**src/rtl/lcd_pattern_gen_if.sv**
```systemverilog
// Pixel request/response bus between screen_driver (master) and the
// pattern generator (slave). The driver strobes a request with an x/y
// coordinate and reads the registered RGB565 answer one clock later.
interface lcd_pattern_gen_if;
  logic        pix_req_i;
  logic [15:0] pix_x_i;
  logic [15:0] pix_y_i;
  logic [15:0] pix_data_o;

  modport master (
    output pix_req_i,
    output pix_x_i,
    output pix_y_i,
    input  pix_data_o
  );

  modport slave (
    input  pix_req_i,
    input  pix_x_i,
    input  pix_y_i,
    output pix_data_o
  );
endinterface

```
**src/rtl/lcd_pattern_gen.sv**
```systemverilog
// Test-pattern pixel source for screen_driver. Every pixel request is
// answered one clock later with an RGB565 value from one of four patterns:
// colour bars, checkerboard, grey ramp or a bar that moves each frame.
// A debounced push-button queues a pattern change that only takes effect
// at the next frame end, so a frame is never drawn with two patterns.
module lcd_pattern_gen #(
  parameter int SCREEN_WIDTH    = 320,
  parameter int SCREEN_HEIGHT   = 240,
  parameter int CELL_LOG2       = 4,
  parameter int BAR_W           = 16,
  parameter int BAR_STEP        = 4,
  parameter int DEBOUNCE_CYCLES = 500_000
) (
  input  logic               clk,
  input  logic               rst_n,
  lcd_pattern_gen_if.slave   pix,
  input  logic               mode_btn_n,
  output logic [1:0]         mode_o,
  output logic [7:0]         frame_cnt_o
);

  typedef enum logic [1:0] {
    MODE_BARS    = 2'd0,
    MODE_CHECKER = 2'd1,
    MODE_RAMP    = 2'd2,
    MODE_MOVBAR  = 2'd3
  } modeT;

  localparam int DB_W = (DEBOUNCE_CYCLES > 1) ? $clog2(DEBOUNCE_CYCLES) : 1;
  localparam logic [DB_W-1:0] DB_LAST = DB_W'(DEBOUNCE_CYCLES - 1);

  localparam logic [15:0] X_LAST   = 16'(SCREEN_WIDTH - 1);
  localparam logic [15:0] Y_LAST   = 16'(SCREEN_HEIGHT - 1);
  localparam logic [15:0] X_LIMIT  = 16'(SCREEN_WIDTH);
  localparam logic [15:0] Y_LIMIT  = 16'(SCREEN_HEIGHT);
  localparam logic [16:0] W_17     = 17'(SCREEN_WIDTH);
  localparam logic [16:0] BAR_W17  = 17'(BAR_W);
  localparam logic [16:0] STEP_17  = 17'(BAR_STEP);

  // Button synchroniser and debouncer state
  logic            r_btnSync1;
  logic            r_btnSync2;
  logic            r_btnStable;
  logic [DB_W-1:0] r_dbCount;
  logic            w_btnDiffers;
  logic            w_dbDone;
  logic            w_pressEvent;

  // Frame-level state
  modeT            r_mode;
  modeT            w_modeNext;
  logic            r_modePending;
  logic [15:0]     r_barX;
  logic [7:0]      r_frameCnt;

  // Pixel path
  logic [15:0]     r_pixData;
  logic [15:0]     w_pixColour;
  logic            w_inRange;
  logic            w_frameEnd;
  logic [5:0]      w_grey;
  logic            w_checkerOn;
  logic [16:0]     w_x17;
  logic [16:0]     w_bar17;
  logic [16:0]     w_barEnd17;
  logic [16:0]     w_barNext17;

  // Colour-bar lookup: the bar boundaries are i*W/8 rounded down, fixed at
  // elaboration, so the loop collapses to seven constant comparators.
  function automatic logic [15:0] barColour(input logic [15:0] x);
    logic [2:0]  idx;
    int unsigned threshold;
    idx = 3'd0;
    for (int i = 1; i < 8; i++) begin
      threshold = i * SCREEN_WIDTH / 8;
      if (32'(x) >= threshold) idx = 3'(i);
    end
    case (idx)
      3'd0:    barColour = 16'hFFFF;
      3'd1:    barColour = 16'hFFE0;
      3'd2:    barColour = 16'h07FF;
      3'd3:    barColour = 16'h07E0;
      3'd4:    barColour = 16'hF81F;
      3'd5:    barColour = 16'hF800;
      3'd6:    barColour = 16'h001F;
      default: barColour = 16'h0000;
    endcase
  endfunction

  // Two-flop synchroniser followed by a level debouncer; the released
  // level (1) is the reset value so a held button is not seen as a press.
  always_ff @(posedge clk or negedge rst_n) begin
    if (!rst_n) begin
      r_btnSync1  <= 1'b1;
      r_btnSync2  <= 1'b1;
      r_btnStable <= 1'b1;
      r_dbCount   <= '0;
    end else begin
      r_btnSync1 <= mode_btn_n;
      r_btnSync2 <= r_btnSync1;
      if (w_btnDiffers) begin
        if (w_dbDone) begin
          r_btnStable <= r_btnSync2;
          r_dbCount   <= '0;
        end else begin
          r_dbCount <= r_dbCount + DB_W'(1);
        end
      end else begin
        r_dbCount <= '0;
      end
    end
  end

  // A press is the cycle in which the stable level falls from 1 to 0.
  always_comb begin
    w_btnDiffers = (r_btnSync2 != r_btnStable);
    w_dbDone     = (r_dbCount == DB_LAST);
    w_pressEvent = w_btnDiffers && w_dbDone && !r_btnSync2;
  end

  // Decode the request coordinate: range check, frame end and the
  // 17-bit operands that keep the moving-bar arithmetic overflow-free.
  always_comb begin
    w_inRange   = (pix.pix_x_i < X_LIMIT) && (pix.pix_y_i < Y_LIMIT);
    w_frameEnd  = pix.pix_req_i && (pix.pix_x_i == X_LAST) && (pix.pix_y_i == Y_LAST);
    w_x17       = {1'b0, pix.pix_x_i};
    w_bar17     = {1'b0, r_barX};
    w_barEnd17  = w_bar17 + BAR_W17;
    w_barNext17 = w_bar17 + STEP_17;
    w_grey      = pix.pix_x_i[5:0];
    w_checkerOn = pix.pix_x_i[CELL_LOG2] ^ pix.pix_y_i[CELL_LOG2];
    w_modeNext  = modeT'(r_mode + 2'd1);
  end

  // Pattern selection for the requested pixel, using the current mode and
  // bar position (a frame-end pixel therefore still uses the old ones).
  always_comb begin
    w_pixColour = 16'h0000;
    if (w_inRange) begin
      case (r_mode)
        MODE_BARS:    w_pixColour = barColour(pix.pix_x_i);
        MODE_CHECKER: w_pixColour = w_checkerOn ? 16'hFFFF : 16'h0000;
        MODE_RAMP:    w_pixColour = {w_grey[5:1], w_grey, w_grey[5:1]};
        MODE_MOVBAR:  w_pixColour = ((w_x17 >= w_bar17) && (w_x17 < w_barEnd17))
                                    ? 16'hF800 : 16'h001F;
        default:      w_pixColour = 16'h0000;
      endcase
    end
  end

  // Register the answer on each request and hold it between requests.
  always_ff @(posedge clk or negedge rst_n) begin
    if (!rst_n) begin
      r_pixData <= 16'h0000;
    end else if (pix.pix_req_i) begin
      r_pixData <= w_pixColour;
    end
  end

  // Frame-end bookkeeping: count frames, step the bar, apply a queued mode
  // change. A press landing on the frame-end cycle stays queued.
  always_ff @(posedge clk or negedge rst_n) begin
    if (!rst_n) begin
      r_mode        <= MODE_BARS;
      r_modePending <= 1'b0;
      r_barX        <= 16'd0;
      r_frameCnt    <= 8'd0;
    end else begin
      if (w_frameEnd) begin
        r_frameCnt <= r_frameCnt + 8'd1;
        r_barX     <= (w_barNext17 >= W_17) ? 16'd0 : w_barNext17[15:0];
        if (r_modePending) r_mode <= w_modeNext;
      end
      if (w_pressEvent) begin
        r_modePending <= 1'b1;
      end else if (w_frameEnd) begin
        r_modePending <= 1'b0;
      end
    end
  end

  assign pix.pix_data_o = r_pixData;
  assign mode_o         = r_mode;
  assign frame_cnt_o    = r_frameCnt;

endmodule

```
**src/flat_wrapper.sv**
```systemverilog
// flat-port wrapper written by rule: the top's interface ports become plain ports
module lcd_pattern_gen_flat 
#(
  parameter int SCREEN_WIDTH    = 320,
  parameter int SCREEN_HEIGHT   = 240,
  parameter int CELL_LOG2       = 4,
  parameter int BAR_W           = 16,
  parameter int BAR_STEP        = 4,
  parameter int DEBOUNCE_CYCLES = 500_000
)
  (clk, rst_n, mode_btn_n, mode_o, frame_cnt_o, pix_pix_req_i, pix_pix_x_i, pix_pix_y_i, pix_pix_data_o);
  lcd_pattern_gen_if pix_i ();
  input  logic clk;
  input  logic rst_n;
  input  logic mode_btn_n;
  output logic [1:0] mode_o;
  output logic [7:0] frame_cnt_o;
  input wire logic [$bits(pix_i.pix_req_i)-1:0] pix_pix_req_i;
  input wire logic [$bits(pix_i.pix_x_i)-1:0] pix_pix_x_i;
  input wire logic [$bits(pix_i.pix_y_i)-1:0] pix_pix_y_i;
  output wire logic [$bits(pix_i.pix_data_o)-1:0] pix_pix_data_o;
  assign pix_i.pix_req_i = pix_pix_req_i;
  assign pix_i.pix_x_i = pix_pix_x_i;
  assign pix_i.pix_y_i = pix_pix_y_i;
  assign pix_pix_data_o = pix_i.pix_data_o;
  lcd_pattern_gen #(.SCREEN_WIDTH(SCREEN_WIDTH), .SCREEN_HEIGHT(SCREEN_HEIGHT), .CELL_LOG2(CELL_LOG2), .BAR_W(BAR_W), .BAR_STEP(BAR_STEP), .DEBOUNCE_CYCLES(DEBOUNCE_CYCLES)) u_core (.clk(clk), .rst_n(rst_n), .pix(pix_i), .mode_btn_n(mode_btn_n), .mode_o(mode_o), .frame_cnt_o(frame_cnt_o));
endmodule
```
**config.mk**
```make
export PLATFORM = sky130hd
export DESIGN_NAME = lcd_pattern_gen_flat
export DESIGN_NICKNAME = d
export VERILOG_FILES = /design/src/rtl/lcd_pattern_gen_if.sv /design/src/rtl/lcd_pattern_gen.sv /design/src/flat_wrapper.sv
export SDC_FILE = /design/constraint.sdc
export NUM_CORES = 1
export LEC_CHECK = 0
export CAP_MARGIN = 20
export CORE_UTILIZATION = 45
export DETAILED_ROUTE_END_ITERATION = 12
export HOLD_SLACK_MARGIN = 0.03
export PLACE_DENSITY = 0.7
export SLEW_MARGIN = 20
export SYNTH_ARGS = -nofsm -noshare
export SYNTH_HDL_FRONTEND = slang
export SYNTH_SLANG_ARGS = --single-unit
```
**constraint.sdc**
```tcl
create_clock -name clk -period 3.5 [get_ports clk]
set_input_delay 1.05 -clock clk [delete_from_list [all_inputs] [get_ports clk]]
set_output_delay 1.05 -clock clk [all_outputs]
set_load 0.01 [all_outputs]
```
==> summary.txt <==
Outcome
  • Status: finished clean

Setup path
  • Crit-path leading delay family: simple AND/OR/NAND/NOR gates
  • Crit Path Category: flop to flop
  • Critical Path End: u_core.pix.pix_data_o[0]
  • Crit end category: flop
  • CP max-delay cell: or3_1
  • Critical Path Fanout Max: 5
  • CP required: 3.71 ns
  • FF-to-FF End: u_core.pix.pix_data_o[0]
  • Worst Path Buf+Inv: 1
  • R2R setup slack: 0.29 ns
  • CP max stage delay: 0.47 ns
  • R2R depth: 11
  • Reg-to-reg startpoint: u_core.r_barX[5]
  • Critical Path Start: u_core.r_barX[5]
  • CP Launch Type: flop
  • Critical Path, Cell by Cell: inv_1 > or3_1 > nor4_1 > xnor2_1 > ha_1 > and3_1 > and4_1 > a221o_1 > a221oi_4 > a21bo_4 > a22oi_1
  • Levels on crit path: 11
  • WP data arrival: 3.43 ns

CTS
  • Htree depth: 3
  • Post-CTS setup buffers: 0
  • Clock Tree Root: clkbuf_8
  • Post_cts resized: 0
  • CTS Sinks: 63
  • CTS Hold Bufs: 0
  • TritonCTS clock tree: built
  • Clk_lat worst skew: 0.34 ns
  • Clock transition at path regs: 0.08 ns
  • Clock buffer count from CTS: 9
  • CTS Buffer Depth: 2

Global routing
  • First-pass GRT wire length: 16.1 mm
  • Antenna violations before repair: 0
  • Maximum number of pins on one net before global-route repair: 64
  • Grt total ovfl: 0
  • Global route hottest layer: met2
  • Met1 Use GR: 27.7%
  • Tot GR Track Use: 20.9%
  • Grt met2 use: 34.9%
  • Routing usage on met3: 4.24%
  • Vias in the first global route: 3436

Cells and area
  • N_diodes: 0
  • Post-layout instance area: 5030 µm²
  • Fill cell count: 758
  • Area grow syn2layout: 23.3%
  • Layout Nets: 567
  • Share of layout cells above drive strength 1: 9.98%

Yosys
  • Yosys warning total: 0
  • Post-synth top area cell: dfrtp_1
  • Yosys top cell area share: 36.8%
  • Post-synth cell types: 58
  • Synthesized area: 4080 µm²
  • Syn Nets: 492
  • Area contributors post-synth: dfrtp_1 37%, ha_1 11%, xnor2_1 5.4%
  • EDFF count, synth: 0
  • Async SR Flop Fraction: 100%
  • Seq cells post-synth: 63
  • Synth Instances: 421
  • Sequential area share after synthesis: 38.8%
  • Avg Cell Area, Syn: 9.69 µm²
  • Top_reg_cell synth: dfrtp_1

Die
  • Chip height: 97.2 µm
  • Die Area: 9450 µm²
  • Top Ports: 62
  • Num rows: 34
  • Die X: 97.2 µm
  • Initial core utilization: 46.5%
  • Total core area: 8760 µm²

Power and ir drop
  • Static Leak: 2.28 nW
  • Maximum VDD drop: 0.210 mV
  • Pwr Density: 284 nW/µm²
  • Tot Pwr: 1.43 mW

Route
  • # DRC: 0
  • Final ANT Viol Nets: 0
  • Via density per instance: 5.53
  • Drt wl/cell: 15.2 µm
  • Final wirelength: 9.26 mm
  • Via count: 3367
  • First DRT Iteration DRCs: 172
  • First-pass DRT Iterations: 4

Timing
  • Worst-margin pin slew: 0.771 ns
  • Min Tclk post-route: 3.21 ns
  • Fmax: 0.311 GHz
  • RSZ-0062 raised after global routing: false
  • Setup_tns: 0 ns
  • Finish-stage setup viols: 0
  • Clk_skew: 0.00954 ns
  • Final hold vios: 0
  • Fin crit share: 91.9%
  • Slew Viols, Final: 0
  • Slew headroom: 48.6%

Flow run
  • Max-cap viol count: 0

Placement
  • Hpwl dp: 7.01 mm
  • RePlAce Congestion: 0.881
  • I/O Buffers: 61
  • Placed inst area: 4850 µm²

Min path
  • Hold Crit Class: flop to flop
-- metal layers --
layer | wire length, µm | vias to the layer above
met4 | 78 | 0
met2 | 4340 | 54
met3 | 290 | 9
met1 | 4550 | 1629
met5 | 0 | -
li1 | - | 1675
-- cells in the final DEF (no fill, tap or decap), types with 3 or more instances in the layout --
cell type        count
ha_1                35
xnor2_1             25
a21o_1               9
o211ai_1             8
a22oi_1              4
clkbuf_8            10
a21oi_1             13
xor2_1              14
a31oi_1              6
nor4_1               6
and4_1               7
nand3_1             18
buf_4               12
nand2_1             41
nor2b_1              5
nor3_1              10
o2bb2ai_1            6
and3_1               8
nand4_1             13
o21ai_0              4
dfrtp_1             60
mux2_2               4
mux2i_1              3
inv_1               23
o21a_1               3
dfstp_2              3
clkdlybuf4s50_1     60
and2_1               7
nor2_1              37
o22ai_1              6
-- sequential cells by signal, indices dropped and copies added (netlist names) --
signal / flops
u_core.r_dbCount: 19
u_core.r_modePending: 1
u_core.r_btnSync1: 1
u_core.r_barX: 14
u_core.frame_cnt_o: 8
u_core.r_btnSync2: 1
u_core.r_btnStable: 1
u_core.mode_o: 2
u_core.pix.pix_data_o: 16
-- cell usage after synthesis, types with 3 or more instances --
master,n
dfrtp_1,60
nand2_1,41
nor2_1,37
ha_1,35
xnor2_1,25
inv_1,23
nand3_1,18
xor2_1,14
a21oi_1,13
nand4_1,13
nor3_1,10
a21o_1,9
and3_1,8
o211ai_1,8
and2_1,7
and4_1,7
a31oi_1,6
nor4_1,6
o22ai_1,6
o2bb2ai_1,6
buf_2,5
nor2b_1,5
a22oi_1,4
mux2_2,4
o21ai_0,4
dfstp_2,3
mux2i_1,3
o21a_1,3
-- metrics by stage --
stage                     instances  hold WS [ns]  util [%]  worst slack, ns
final                           609         0.359      57.4            0.285
after CTS                       609         0.361      57.4            0.291
after global placement          593         0.348      55.4            0.137
after floorplan                 421         0.345         -            0.496
after global routing            609         0.361      57.4            0.146
after detailed placement        593         0.349      55.4           0.0138
-- report_power, final --
group | switching (mW) | total [mW] | internal (mW)
clock network | 0.296 | 0.571 | 0.275
logic | 0.0599 | 0.120 | 0.0603
registers | 0.00328 | 0.736 | 0.733
-- how the worst min path moves through the flow --
stage / from / end / slack, ns / cells past startpoint
5_1_grt: u_core.r_btnSync1 / u_core.r_btnSync2 / 0.36 / 0
6_report: u_core.r_btnSync1 / u_core.r_btnSync2 / 0.36 / 0
4_1_cts: u_core.r_btnSync1 / u_core.r_btnSync2 / 0.36 / 0
3_5_place_dp: u_core.r_btnSync1 / u_core.r_btnSync2 / 0.35 / 0
3_3_place_gp: u_core.r_btnSync1 / u_core.r_btnSync2 / 0.35 / 0
2_1_floorplan: u_core.r_btnSync1 / u_core.r_btnSync2 / 0.35 / 0
-- area by class of cell --
type | count | area [µm²] | share of cell area (%)
multi-input cells | 326 | 2360 | 46.9
flip-flops and latches | 63 | 1580 | 31.4
repair buffers | 73 | 696 | 13.8
clock buffers | 11 | 141 | 2.81
well taps | 108 | 135 | 2.69
inverters | 23 | 86.3 | 1.72
clock inverters | 5 | 33.8 | 0.672
-- cell families (layout without fill, tap and decap cells) --
family	after synthesis	after routing	synth area share [%]
AND/OR/NAND/NOR	168	168	22.5
adder cells (fa/ha/maj)	35	35	10.7
buffers and inverters	32	112	3.47
AO/OA/AOI/OAI	77	77	14.4
XOR/XNOR	39	39	8.38
multiplexers	7	7	1.84
flip-flops	63	63	38.8
Power figures use the tool's default switching activity.
